[src/rtl/bittiming_pkg.sv]
// Shared encodings and field widths for the bit-timing configuration controller.
package bittiming_pkg;

   localparam int BRP_W_DEFAULT = 6;
   localparam int TSEG1_W       = 4;
   localparam int TSEG2_W       = 3;
   localparam int SJW_W         = 2;

   typedef enum logic [1:0] {
      ST_IDLE = 2'd0,
      ST_LOAD = 2'd1,
      ST_RUN  = 2'd2,
      ST_PEND = 2'd3
   } ctrl_state_t;

endpackage

[src/rtl/bt_prescaler.sv]
// Time-quantum counter: one Prescale_EN pulse every brp+1 clocks while running.
module bt_prescaler
   import bittiming_pkg::*;
#(
   parameter int BRP_W = BRP_W_DEFAULT
) (
   input  logic             clock,
   input  logic             reset,
   input  logic             clear,
   input  logic             run,
   input  logic [BRP_W-1:0] brp,
   output logic             Prescale_EN
);

   logic [BRP_W-1:0] cnt_r;
   logic             wrap_s;

   assign wrap_s = (cnt_r == brp);

   // Quantum counter: cleared ahead of idle/load, wraps on the active prescaler value
   always_ff @(posedge clock) begin
      if (reset) begin
         cnt_r <= {BRP_W{1'b0}};
      end else if (clear) begin
         cnt_r <= {BRP_W{1'b0}};
      end else if (run) begin
         if (wrap_s) begin
            cnt_r <= {BRP_W{1'b0}};
         end else begin
            cnt_r <= cnt_r + BRP_W'(1);
         end
      end else begin
         cnt_r <= cnt_r;
      end
   end

   assign Prescale_EN = run & wrap_s;

endmodule

[src/rtl/bittiming_ctrl.sv]
// Bit-timing configuration controller: validates writes into a shadow set and applies
// them to the active timing only at a bit boundary (or when the bus is disabled).
module bittiming_ctrl
   import bittiming_pkg::*;
#(
   parameter int BRP_W = BRP_W_DEFAULT
) (
   input  logic               clock,
   input  logic               reset,
   input  logic               enable,
   input  logic               cfg_wr,
   input  logic [BRP_W-1:0]   cfg_brp,
   input  logic [TSEG1_W-1:0] cfg_tseg1,
   input  logic [TSEG2_W-1:0] cfg_tseg2,
   input  logic [SJW_W-1:0]   cfg_sjw,
   input  logic               sendpoint,
   output logic               Prescale_EN,
   output logic [TSEG1_W-1:0] tseg1,
   output logic [TSEG2_W-1:0] tseg2,
   output logic [SJW_W-1:0]   sjw,
   output logic               cfg_valid,
   output logic               cfg_busy,
   output logic               cfg_done,
   output logic               cfg_err,
   output logic [1:0]         ctrl_st
);

   ctrl_state_t        state_r, state_nxt_s;
   logic [BRP_W-1:0]   sh_brp_r, act_brp_r;
   logic [TSEG1_W-1:0] sh_tseg1_r, act_tseg1_r;
   logic [TSEG2_W-1:0] sh_tseg2_r, act_tseg2_r;
   logic [SJW_W-1:0]   sh_sjw_r, act_sjw_r;
   logic               valid_r, done_r, err_r;
   logic               cfg_ok_s, capture_s, reject_s;
   logic               in_run_s, clear_s, pe_s;

   function automatic logic cfg_ok(input logic [TSEG1_W-1:0] t1,
                                   input logic [TSEG2_W-1:0] t2,
                                   input logic [SJW_W-1:0]   sj);
      cfg_ok = (t2 != {TSEG2_W{1'b0}}) && (TSEG2_W'(sj) <= t2) && (t1 >= TSEG1_W'(sj));
   endfunction

   assign cfg_ok_s = cfg_ok(cfg_tseg1, cfg_tseg2, cfg_sjw);

   // Next-state decode with write capture/reject qualification
   always_comb begin
      state_nxt_s = state_r;
      capture_s   = 1'b0;
      reject_s    = 1'b0;
      case (state_r)
         ST_IDLE: begin
            reject_s = cfg_wr & ~cfg_ok_s;
            if (cfg_wr && cfg_ok_s) begin
               capture_s   = 1'b1;
               state_nxt_s = ST_LOAD;
            end else if (enable && valid_r) begin
               state_nxt_s = ST_RUN;
            end else begin
               state_nxt_s = ST_IDLE;
            end
         end
         ST_LOAD: begin
            reject_s = cfg_wr;
            if (enable) begin
               state_nxt_s = ST_RUN;
            end else begin
               state_nxt_s = ST_IDLE;
            end
         end
         ST_RUN: begin
            reject_s = cfg_wr & ~cfg_ok_s;
            if (cfg_wr && cfg_ok_s) begin
               capture_s   = 1'b1;
               // A disabled bus has no bit boundary to wait for
               state_nxt_s = enable ? ST_PEND : ST_LOAD;
            end else if (!enable) begin
               state_nxt_s = ST_IDLE;
            end else begin
               state_nxt_s = ST_RUN;
            end
         end
         ST_PEND: begin
            reject_s = cfg_wr;
            if (!enable || (sendpoint && pe_s)) begin
               state_nxt_s = ST_LOAD;
            end else begin
               state_nxt_s = ST_PEND;
            end
         end
         default: begin
            state_nxt_s = ST_IDLE;
         end
      endcase
   end

   // State register and one-cycle status pulses
   always_ff @(posedge clock) begin
      if (reset) begin
         state_r <= ST_IDLE;
         done_r  <= 1'b0;
         err_r   <= 1'b0;
      end else begin
         state_r <= state_nxt_s;
         done_r  <= (state_r == ST_LOAD);
         err_r   <= reject_s;
      end
   end

   // Shadow capture on accepted writes; shadow-to-active copy during LOAD
   always_ff @(posedge clock) begin
      if (reset) begin
         sh_brp_r    <= {BRP_W{1'b0}};
         sh_tseg1_r  <= {TSEG1_W{1'b0}};
         sh_tseg2_r  <= {TSEG2_W{1'b0}};
         sh_sjw_r    <= {SJW_W{1'b0}};
         act_brp_r   <= {BRP_W{1'b0}};
         act_tseg1_r <= {TSEG1_W{1'b0}};
         act_tseg2_r <= {TSEG2_W{1'b0}};
         act_sjw_r   <= {SJW_W{1'b0}};
         valid_r     <= 1'b0;
      end else begin
         if (capture_s) begin
            sh_brp_r   <= cfg_brp;
            sh_tseg1_r <= cfg_tseg1;
            sh_tseg2_r <= cfg_tseg2;
            sh_sjw_r   <= cfg_sjw;
         end
         if (state_r == ST_LOAD) begin
            act_brp_r   <= sh_brp_r;
            act_tseg1_r <= sh_tseg1_r;
            act_tseg2_r <= sh_tseg2_r;
            act_sjw_r   <= sh_sjw_r;
            valid_r     <= 1'b1;
         end
      end
   end

   assign in_run_s = (state_r == ST_RUN) || (state_r == ST_PEND);
   assign clear_s  = (state_nxt_s != ST_RUN) && (state_nxt_s != ST_PEND);

   bt_prescaler #(
      .BRP_W (BRP_W)
   ) u_prescaler (
      .clock       (clock),
      .reset       (reset),
      .clear       (clear_s),
      .run         (in_run_s),
      .brp         (act_brp_r),
      .Prescale_EN (pe_s)
   );

   assign Prescale_EN = pe_s;
   assign tseg1       = act_tseg1_r;
   assign tseg2       = act_tseg2_r;
   assign sjw         = act_sjw_r;
   assign cfg_valid   = valid_r;
   assign cfg_busy    = (state_r == ST_LOAD) || (state_r == ST_PEND);
   assign cfg_done    = done_r;
   assign cfg_err     = err_r;
   assign ctrl_st     = state_r;

endmodule

[config.mk]
export PLATFORM = sky130hd
export DESIGN_NAME = bittiming_ctrl
export DESIGN_NICKNAME = d
export VERILOG_FILES = /design/src/rtl/bittiming_pkg.sv /design/src/rtl/bt_prescaler.sv /design/src/rtl/bittiming_ctrl.sv
export SDC_FILE = /design/constraint.sdc
export NUM_CORES = 1
export LEC_CHECK = 0
export CAP_MARGIN = 25
export CORE_AREA = 2 2 78 80
export DETAILED_ROUTE_END_ITERATION = 8
export DIE_AREA = 0 0 80 82
export GPL_TIMING_DRIVEN = 0
export PLACE_DENSITY = 0.49
export SLEW_MARGIN = 20
export SYNTH_ARGS = -nofsm -noshare
export SYNTH_HDL_FRONTEND = slang
export SYNTH_SLANG_ARGS = --single-unit
[constraint.sdc]
create_clock -name clock -period 3.3 [get_ports clock]
set_input_delay 0.825 -clock clock [delete_from_list [all_inputs] [get_ports clock]]
set_output_delay 0.825 -clock clock [all_outputs]
set_load 0.005 [all_outputs]
# After elaboration in Yosys (flattened, before gate mapping)
# Index checks and enable logic that the tools add are counted.
# op_classes
n_eq_ne	6
n_addsub	1
n_div	0
multipliers	0
reduce_logical	15
order_cmp	2
bitwise	3
n_shift	0
mux	11
# op_table
cell	count
2-bit 2-to-1 mux	6
2-bit one-hot mux with 4 select lines	1
6-bit by 1-bit adder with 6-bit output, second input constant	1
6-bit == test	1
1-bit logical AND	6
6-bit 2-to-1 mux	1
2-bit OR reduction	3
2-bit == test, second input constant	2
4-bit by 2-bit >= comparator with 1-bit output	1
2-bit != test, second input constant	2
2-bit by 3-bit <= comparator with 1-bit output	1
1-bit logical OR	3
3-bit nonzero test	1
1-bit bitwise AND	2
2-bit by 1-bit == test with 1-bit output, second input constant	1
2-bit logical NOT	1
1-bit 2-to-1 mux	2
1-bit one-hot mux with 2 select lines	1
1-bit logical NOT	1
1-bit inverter	1
# totals
regBits	41
inputBits	20
ram_bits	0
output_inout_bits	16
mem_count	0
latch_bits	0
rom_bits	0

# Logic depth before layout (Yosys ltp)
# Gate-level depths: netlist of run 1.
# depth
word_depth	10
mapped_depth	9

# By module
# From an unflattened synthesis of run 1, not the netlist that was laid out.
# hier_totals
cells_unflattened	205
area_unflattened_um2	1866.8
# by_module_without_submodules
mod	seq_area_each_um2	instances	area_each_um2	cells_per_inst
bittiming_ctrl	700.7	1	1495.2	167
bt_prescaler	120.1	1	371.6	38

# Worst setup path before layout of run 1
# No wires, ideal clock.
# synth_timing
path_kind	in2reg
startpoint	in cfg_tseg1[0]
endpoint	reg sh_tseg2_r[0]
stages	9
path_slack_ps	988
t_arrival_ps	2184
setup_time_ps	128
path_buffers	2
cell_sequence	inv_1 > ha_1 > nand2b_4 > a2111oi_4 > nor4b_2 > buf_6 > buf_12 > mux2i_1 > nor2_1
# synth_via
elab_chain_len	5
# synth_rtl
item	line_no	text
start, declared	bittiming_ctrl.sv:13	input logic [TSEG1_W-1:0] cfg_tseg1,
4-bit by 2-bit >= comparator with 1-bit output	bittiming_ctrl.sv:40	cfg_ok = (t2 != {TSEG2_W{1'b0}}) && (TSEG2_W'(sj) <= t2) && (t1 >= TSEG1_W'(sj));
1-bit logical AND	bittiming_ctrl.sv:40	
1-bit logical AND	bittiming_ctrl.sv:53, bittiming_ctrl.sv:72	
1-bit 2-to-1 mux	bittiming_ctrl.sv:53, bittiming_ctrl.sv:72	
1-bit 2-to-1 mux	-	
end signal, assigned	bittiming_ctrl.sv:114	sh_tseg2_r <= {TSEG2_W{1'b0}};
end signal, assigned	bittiming_ctrl.sv:125	sh_tseg2_r <= cfg_tseg2;
end, declared	bittiming_ctrl.sv:31	logic [TSEG2_W-1:0] sh_tseg2_r, act_tseg2_r;
# Every way passes these cells.
# A chain may end at the register's enable or synchronous reset.

# Worst setup path in the final report of run 1
# layout_timing
startpoint	reg u_prescaler.cnt_r[1]
endpoint	out Prescale_EN
# layout_via
elab_chain_len	2
# layout_rtl
item	line_no	text
start, declared	bt_prescaler.sv:15	logic [BRP_W-1:0] cnt_r;
start signal, assigned	bt_prescaler.sv:23	cnt_r <= {BRP_W{1'b0}};
start signal, assigned	bt_prescaler.sv:25	cnt_r <= {BRP_W{1'b0}};
start signal, assigned	bt_prescaler.sv:28	cnt_r <= {BRP_W{1'b0}};
6-bit == test	bt_prescaler.sv:18	assign wrap_s = (cnt_r == brp);
1-bit bitwise AND	bt_prescaler.sv:37	assign Prescale_EN = run & wrap_s;
end, declared	bittiming_ctrl.sv:17	output logic Prescale_EN,
# Every way passes these cells.

==> results of run 1 <==
-- worst max-delay path: stages (launching register included) --
cell             delay (ns)
dfxtp_1                0.36
xor2_1                 0.17
nor4_1                 0.42
nand2_1                0.17
nor2_2                 0.23
clkdlybuf4s50_1        0.55
-- power breakdown --
part	switching (mW)	leakage [nW]	internal [mW]
clock	0.181	0.0585	0.247
combinational	0.0728	0.491	0.0789
sequential	0.0124	0.333	0.515
-- registers in the layout, summed over array words and instances, names as in the netlist, 2 cells and up --
name               cells
act_brp_r              6
tseg2                  3
sjw                    2
ctrl_st                2
sh_tseg1_r             4
sh_brp_r               6
u_prescaler.cnt_r      6
tseg1                  4
sh_tseg2_r             3
sh_sjw_r               2
-- cells by family after synthesis --
family,count (synthesis)
compound gates,24
xor+xnor,10
fa+ha+maj,5
buf+inv,17
flops,41
mux,15
simple gates,79
-- repair_timing --
item,CTS,global route
setup endpoints to repair,0,1
resized for setup,0,1
endpoints found under the hold margin,0,0
-- area by class of cell --
cell class | instances | area, µm²
Buffer | 11 | 66.3
Timing Repair Buffer | 34 | 340
Sequential cell | 41 | 821
Clock buffer | 7 | 86.3
Inverter | 6 | 22.5
Multi-Input combinational cell | 133 | 846
Tap cell | 75 | 93.8
Fill cell | 592 | 3440
Clock inverter | 1 | 30.0
-- worst max-delay path by stage --
stage	from	to	slack, ns	cells after the start
after floorplan	cfg_tseg1[0]	sh_tseg2_r[0]	0.99	9
after global placement	cfg_tseg1[0]	sh_tseg1_r[0]	0.31	10
after detailed placement	cfg_tseg1[0]	sh_tseg1_r[0]	0.30	10
after CTS	u_prescaler.cnt_r[1]	Prescale_EN	0.16	5
after global routing	u_prescaler.cnt_r[1]	Prescale_EN	0.06	5
final	u_prescaler.cnt_r[1]	Prescale_EN	0.28	5
-- per-stage QoR --
step	setup slack, ns	power, mW
floorplan	0.988	0.629
global placement	0.313	0.692
detailed placement	0.300	0.692
CTS	0.165	1.12
global route	0.0632	1.16
finish	0.276	1.11
-- routing by layer --
metal	share of wire [%]	track usage, %	vias up
met5	0	0	-
met4	1.8	4.58	0
met3	4.0	3.52	5
met2	40	17.4	24
met1	54	18.4	594
li1	-	-	714
-- synthesized netlist by cell type, types with 2 or more instances --
library cell / n / area share, %
dfxtp_1: 41 / 47
nand2_1: 36 / 7.7
nor2_1: 23 / 4.9
a21oi_1: 19 / 5.4
mux2i_1: 15 / 8.6
xor2_1: 9 / 4.5
clkbuf_1: 8 / 1.7
inv_1: 6 / 1.3
ha_1: 5 / 3.6
nor3_1: 5 / 1.4
nor2b_1: 3 / 1.1
nand4_1: 2 / 0.71
==> flow_summary.json, run 1 <==
{
  "track_usage_pct": 12.6,
  "grt_pass1_wl_um": 6150,
  "yosysSeqAreaShare_pct": 46.8,
  "reg2reg_slack_ns": 1.55,
  "hold_viol_final": 0,
  "p_per_area_nw_per_um2": 480,
  "die_h_um": 82,
  "whs_ns": 0.455,
  "via_per_inst": 4.34,
  "remaining_drc_errors": 0,
  "path_max_fanout": 5,
  "nets": 257,
  "required_ns": 2.47,
  "cts_setup_buffers": 0,
  "gp_congestion": 0.692,
  "clk_path_buf_depth": 2,
  "mostFrequentLayoutCells": "41 x dfxtp_1, 36 x nand2_1, 34 x clkdlybuf4s50_1, 22 x nor2_1, 19 x a21oi_1",
  "antenna_left": 0,
  "cts_hold_buf": 0,
  "hold_depth": 2,
  "stdcell_area_um2": 2310,
  "synth_top_family_by_area": "simple AND/OR/NAND/NOR gates",
  "synth_compound_area_share_pct": 9.71,
  "htreeDepth": 2,
  "rsz0062_at_grt": "false",
  "clkSlewWorstSetupHoldPaths_ns": 0.08,
  "syn_nets": 216,
  "dp_cells": 300,
  "timing.final.crit_share_pct": 91.6,
  "syn_inst": 191,
  "hold_path_startpoint": "sh_brp_r[4]",
  "worstRegToRegCells": 5,
  "grt_pass1_vias": 1176,
  "synthSimpleGateAreaFrac_pct": 21.3,
  "max_clock_freq_ghz": 0.331,
  "postLayoutCoreUtil_pct": 40.1,
  "max-slew-margin-rel_pct": 65.1,
  "slew_viol_final": 0,
  "skew_ns": 0.00647,
  "placed_area_um2": 2190,
  "via_count": 1337,
  "die_area_um2": 6560,
  "setup-tns-final_ns": 0,
  "cts-root-buf": "clkbuf_8",
  "drv_cap": 0,
  "ios": 36,
  "num_rows": 28,
  "synth_ff_type": "dfxtp_1",
  "min_to": "act_brp_r[4]",
  "ir_worst_vdd_uv": 247,
  "drive_gt1_share_pct": 7.73,
  "grt_overflow": 0,
  "r2r-end": "act_brp_r[1]",
  "io_buffers": 34,
  "final_cell_count_no_fill": 308,
  "critPathCaptureType": "primary output",
  "setup_viol": 0,
  "die_w_um": 80,
  "yosys.cell_types.count": 31,
  "power.static_leakage_nw": 0.882,
  "worst_slew_pin_slew_ns": 0.524,
  "synth_xor_area_share_pct": 5.00,
  "cts_made_buffers": 5,
  "postSynthAreaPerCell_um2": 9.18,
  "antennaDiodeCount": 0,
  "hold_class": "reg2reg",
  "cts_tree": "done",
  "synth_fa_ha_area_share_pct": 3.57,
  "arrival_ns": 2.20,
  "hpwl_um": 2710,
  "finalWirelength_um": 3910,
  "r2r_start": "ctrl_st[0]",
  "ys_warn_count": 0,
  "core_um2": 5750,
  "netlist_area_um2": 1750,
  "period_minus_slack_ns": 3.02,
  "areaGrowthSynthToFinish_pct": 31.5,
  "layout_commonest_cell": "dfxtp_1",
  "drt-pass1-iter-count": 4,
  "async_flop_share_pct": 0,
  "crit_type": "reg2out",
  "synthMuxAreaShare_pct": 8.57,
  "worstSetupStartpointType": "flip-flop",
  "antenna_found_initial": 0,
  "grt_max_degree": 13,
  "synth_edf_count": 0,
  "post_drt_wl_per_cell_um": 12.7,
  "start_util_pct": 30.5,
  "drt-initial-drc-count": 37,
  "cts_num_sinks": 41,
  "clock_latency_ns": 0.30,
  "status": "finished clean",
  "yosys_register_bits": 41
}
Note: power is estimated with default switching activity, not from simulation.
==> run 2: changes to the inputs <==
Settings changed: CTS_CLUSTER_SIZE from default to 20, PLACE_DENSITY 0.49 to 0.5.
Clock period 3.3 ns to 2.55 ns, I/O delays scaled along.
==> run 2 against run 1 <==
  * Sequential cell count unchanged
  * Core utilization is 1.4 points higher
  * Largest power group unchanged
  * Final cell count up 1.6%
  * Count of clock-buffer cells in the layout fell by 1
  * Highest routed layer unchanged
  * Global-route usage up 0.28 points
  * Largest cell class unchanged
  * Power rose by 31%
  * First-iteration DRC count increased by 5.4%
==> flow_summary.json, run 2 (synthesized netlist as in run 1, its figures left out) <==
{
  "skew_ns": 0.00506,
  "hpwl_um": 2710,
  "period_minus_slack_ns": 2.46,
  "ios": 36,
  "multiInputGateArea_um2": 871,
  "crit_type": "in2reg",
  "p_per_area_nw_per_um2": 607,
  "path_max_fanout": 10,
  "worst_slew_pin_slew_ns": 0.502,
  "power.static_leakage_nw": 0.936,
  "max_clock_freq_ghz": 0.406,
  "grt_max_degree": 14,
  "final_cell_count_no_fill": 313,
  "start_util_pct": 30.5,
  "timing.final.crit_share_pct": 96.5,
  "cts_tree": "done",
  "slew_viol_final": 0,
  "dp_cells": 300,
  "post_drt_wl_per_cell_um": 12.2,
  "clk_path_buf_depth": 2,
  "layout_commonest_cell": "dfxtp_1",
  "antennaDiodeCount": 0,
  "clock_latency_ns": 0.30,
  "cts-root-buf": "clkbuf_8",
  "num_rows": 28,
  "biggestRegsByFlops": "act_brp_r x6, sh_brp_r x6, u_prescaler.cnt_r x6",
  "track_usage_pct": 12.9,
  "cts_num_sinks": 41,
  "die_w_um": 80,
  "status": "finished clean",
  "drt-initial-drc-count": 39,
  "setup-tns-final_ns": 0,
  "nets": 262,
  "rsz0062_at_grt": "true",
  "ir_worst_vdd_uv": 263,
  "cts_made_buffers": 5,
  "slowest_stage": "clkdlybuf4s50_1",
  "critPathMaxStageDelay_ns": 0.49,
  "drv_cap": 0,
  "core_um2": 5750,
  "worstPathCellList": "clkdlybuf4s50_1 > inv_1 > ha_1 > nand2b_4 > a2111oi_4 > nor4b_4 > buf_6 > buf_12 > mux2i_1 > nor2_1",
  "max-slew-margin-rel_pct": 66.6,
  "finalWirelength_um": 3830,
  "hold_class": "reg2reg",
  "fillers": 600,
  "critPathCaptureType": "flip-flop",
  "clkSlewWorstSetupHoldPaths_ns": 0.08,
  "arrival_ns": 2.63,
  "grt_pass1_vias": 1249,
  "areaGrowthSynthToFinish_pct": 36.2,
  "io_buffers": 34,
  "via_count": 1375,
  "htreeDepth": 2,
  "gp_congestion": 0.704,
  "final-seq-area_um2": 822,
  "drt-pass1-iter-count": 4,
  "grt_pass1_wl_um": 6300,
  "antenna_found_initial": 0,
  "remaining_drc_errors": 0,
  "drive_gt1_share_pct": 11.3,
  "cts_hold_buf": 0,
  "worstSetupStartpointType": "primary input",
  "hold_viol_final": 0,
  "required_ns": 2.72,
  "grt_overflow": 0,
  "setup_viol": 0,
  "via_per_inst": 4.39,
  "mostFrequentLayoutCells": "40 x dfxtp_1, 36 x nand2_1, 32 x clkdlybuf4s50_1, 22 x nor2_1, 19 x a21oi_1",
  "antenna_left": 0,
  "die_h_um": 82,
  "die_area_um2": 6560
}
[run 2: changes by cell type in the layout (fill, tap and decap cells not counted), sizes merged]
cell | before | now
clkbuf | 15 | 14
dlygate4sd2 | 0 | 1
buf | 3 | 8
dlymetal6s2s | 0 | 1
clkdlybuf4s50 | 34 | 32
clkinvlp | 0 | 1
[run 2: critical path, delay by kind of cell]
kind,cells,cell delay (ns)
adders and majority gates,1,0.28
buffers and inverters,4,0.83
muxes,1,0.15
and+or+nand+nor,3,0.30
AOI/OAI and AO/OA,1,0.43
[run 2: metal layers]
layer / wire [µm] / GRT usage, %
met5: 0 / 0
met4: 72 / 6.10
met3: 175 / 3.96
met2: 1590 / 17.8
met1: 1990 / 18.1
[run 2: final cells by class]
cell class                      instances  share of cell area [%]
Tap cell                               75                    3.93
Inverter                                6                   0.943
Timing Repair Buffer                   39                    16.4
Clock buffer                            6                    3.46
Multi-Input combinational cell        133                    36.5
Buffer                                 11                    2.78
Sequential cell                        41                    34.4
Clock inverter                          2                    1.57
[run 2: worst paths after layout]
check / end / slack (ns) / depth (start not counted) / from
setup / recovery: sh_sjw_r[1] / 0.09 / 10 / cfg_tseg1[0]
hold / removal: act_brp_r[5] / 0.45 / 2 / sh_brp_r[5]
setup reg to reg: act_brp_r[1] / 0.86 / 6 / ctrl_st[1]
hold reg to reg: act_brp_r[5] / 0.45 / 2 / sh_brp_r[5]
[run 2: stage by stage]
step,power [mW],instance area (µm²),hold slack (ns),utilization [%],setup WS [ns]
3_5_place_dp,0.895,2190,0.447,38.1,-0.266
6_report,1.45,2390,0.453,41.6,0.0896
3_3_place_gp,0.895,2190,0.441,38.1,-0.258
4_1_cts,1.46,2340,0.460,40.8,0.0383
5_1_grt,1.53,2390,0.473,41.6,-0.0164
2_1_floorplan,0.813,1750,0.431,-,0.425
[run 2: repair_timing]
item,in CTS,in global routing
resized for setup,5,3
pin swaps,3,1
setup buffers,3,2
endpoints found under the setup margin,1,13
[run 2: power breakdown]
| part | internal [mW] | switching (mW) | total, mW |
|---|---|---|---|
| Combinational | 0.116 | 0.0980 | 0.214 |
| Sequential | 0.667 | 0.0159 | 0.683 |
| Clock | 0.318 | 0.235 | 0.553 |
| Total | 1.10 | 0.349 | 1.45 |
==> run 3: changes to the inputs <==
Settings changed: CORE_AREA 2 2 78 80 to 2 2 74 83, DIE_AREA 0 0 80 82 to 0 0 76 85, PLACE_DENSITY 0.5 to 0.51.
==> run 3 against run 2 <==
  * Via count grew 0.95%
  * Global-route usage shrank 0.34 points
  * Non-clock buffer count up 3
  * Critical path depth unchanged
  * Register-to-register slack hardly changed
  * Sequential share of layout area is 0.32 points lower
  * Combinational power up 3%
  * Core utilization rose by 1.3 points
  * Clock skew hardly changed
  * Highest routed layer unchanged
==> flow_summary.json, run 3 (synthesized netlist as in run 1, its figures left out) <==
{
  "crit_family": "buffers and inverters",
  "remaining_drc_errors": 0,
  "max_clock_freq_ghz": 0.413,
  "placed_area_um2": 2190,
  "biggestRegsByFlops": "act_brp_r x6, sh_brp_r x6, u_prescaler.cnt_r x6",
  "worst_slew_pin_slew_ns": 0.498,
  "intPower_mw": 1.11,
  "start_util_pct": 31.2,
  "grt_pass1_vias": 1345,
  "worstSetupStartpointType": "primary input",
  "slowest_stage": "clkdlybuf4s50_1",
  "p_per_area_nw_per_um2": 599,
  "cp_num_buf_inv": 4,
  "cts_made_buffers": 5,
  "antennaDiodeCount": 0,
  "worstRegToRegCells": 5,
  "die_h_um": 85,
  "ir_worst_vdd_uv": 386,
  "htreeDepth": 2,
  "io_buffers": 34,
  "finalWirelength_um": 3740,
  "antenna_found_initial": 0,
  "p_total_mw": 1.44,
  "postLayoutCoreUtil_pct": 42.8,
  "setup_viol": 0,
  "clock_latency_ns": 0.29,
  "power.static_leakage_nw": 0.959,
  "worstPathCellList": "clkdlybuf4s50_1 > inv_1 > ha_1 > nand2b_4 > a2111oi_4 > nor4b_4 > buf_6 > buf_12 > mux2i_1 > nor2_1",
  "ios": 36,
  "gp_congestion": 0.675,
  "drv_cap": 0,
  "max-slew-margin-rel_pct": 66.8,
  "drive_gt1_share_pct": 12.0,
  "mostFrequentLayoutCells": "40 x dfxtp_1, 36 x nand2_1, 31 x clkdlybuf4s50_1, 22 x nor2_1, 19 x a21oi_1",
  "cts-root-buf": "clkbuf_8",
  "nets": 265,
  "arrival_ns": 2.59,
  "clkPwrFrac_pct": 37.4,
  "track_usage_pct": 12.5,
  "clkSlewWorstSetupHoldPaths_ns": 0.08,
  "cts_hold_buf": 0,
  "via_per_inst": 4.36,
  "crit_type": "in2reg",
  "cts_tree": "done",
  "grt_overflow": 0,
  "combPwrFrac_pct": 15.3,
  "timing.final.crit_share_pct": 95.0,
  "critPathCaptureType": "flip-flop",
  "clk_path_buf_depth": 2,
  "num_rows": 29,
  "hold_viol_final": 0,
  "critPathMaxStageDelay_ns": 0.48,
  "slew_viol_final": 0,
  "dp_cells": 302,
  "drt-pass1-iter-count": 4,
  "p_switching_mw": 0.337,
  "antenna_left": 0,
  "final_cell_count_no_fill": 318,
  "drt-initial-drc-count": 51,
  "areaGrowthSynthToFinish_pct": 37.5,
  "hold_class": "reg2reg",
  "grt_pass1_wl_um": 6350,
  "layout_commonest_cell": "dfxtp_1",
  "post_drt_wl_per_cell_um": 11.8,
  "grt_max_degree": 13,
  "path_max_fanout": 10,
  "required_ns": 2.72,
  "core_um2": 5620,
  "die_w_um": 76,
  "seqPwrFrac_pct": 47.3,
  "skew_ns": 0.00488,
  "cts_num_sinks": 41,
  "period_minus_slack_ns": 2.42,
  "die_area_um2": 6460,
  "status": "finished clean",
  "hold_depth": 2,
  "switching_share_pct": 23.3,
  "stdcell_area_um2": 2410,
  "fillers": 571,
  "hpwl_um": 2710,
  "via_count": 1388,
  "rsz0062_at_grt": "false",
  "cp.depth": 10
}
==> run 3: power groups by stage <==
| stage | registers, mW | logic, mW | clock network, mW |
|---|---|---|---|
| after floorplan | 0.695 | 0.118 | 0 |
| final | 0.683 | 0.220 | 0.541 |
| after detailed placement | 0.698 | 0.196 | 0 |
| after global routing | 0.687 | 0.242 | 0.582 |
| after global placement | 0.698 | 0.195 | 0 |
| after CTS | 0.683 | 0.206 | 0.562 |
==> run 3: cell type report <==
class                           instances  area (µm²)  area share [%]
Clock buffer                            7        86.3            3.58
Buffer                                 11        66.3            2.75
Inverter                                6        22.5           0.935
Sequential cell                        41         822            34.1
Timing Repair Buffer                   42         417            17.3
Multi-Input combinational cell        133         870            36.1
Clock inverter                          1        30.0            1.25
Tap cell                               77        96.3            4.00
==> run 3: worst paths after layout <==
kind	startpoint	end	slack, ns
worst max-delay path	cfg_tseg1[0]	sh_tseg2_r[2]	0.13
worst min register to register	sh_brp_r[5]	act_brp_r[5]	0.45
worst max register to register	ctrl_st[0]	tseg2[2]	0.86
worst min-delay path	sh_brp_r[5]	act_brp_r[5]	0.45
==> run 3: tightest hold or removal path, stage by stage (launching register included) <==
cell and delay [ns]:
dfxtp_1 0.31, nand2_1 0.05, a21oi_1 0.05
==> run 3: layer usage <==
| metal | GRT usage [%] | vias to the layer above | part of all wire, % |
|---|---|---|---|
| met2 | 19.6 | 23 | 44 |
| li1 | - | 728 | - |
| met4 | 5.95 | 0 | 2.0 |
| met1 | 16.2 | 630 | 50 |
| met5 | 0 | - | 0 |
| met3 | 3.30 | 7 | 3.9 |
==> run 3: metrics by stage <==
step	setup TNS [ns]	hold slack [ns]	setup slack (ns)
after floorplan	0	0.431	0.425
after global placement	-3.84	0.442	-0.241
after detailed placement	-4.21	0.447	-0.268
after CTS	0	0.455	0.0355
after global routing	0	0.472	0.00296
final	0	0.451	0.126
==> run 3: what timing repair did <==
| action | 4_1_cts | 5_1_grt |
|---|---|---|
| resized for setup | 5 | 4 |
| endpoints found under the setup margin | 1 | 11 |
| pin swaps | 3 | 2 |
| buffers inserted | 4 | 4 |
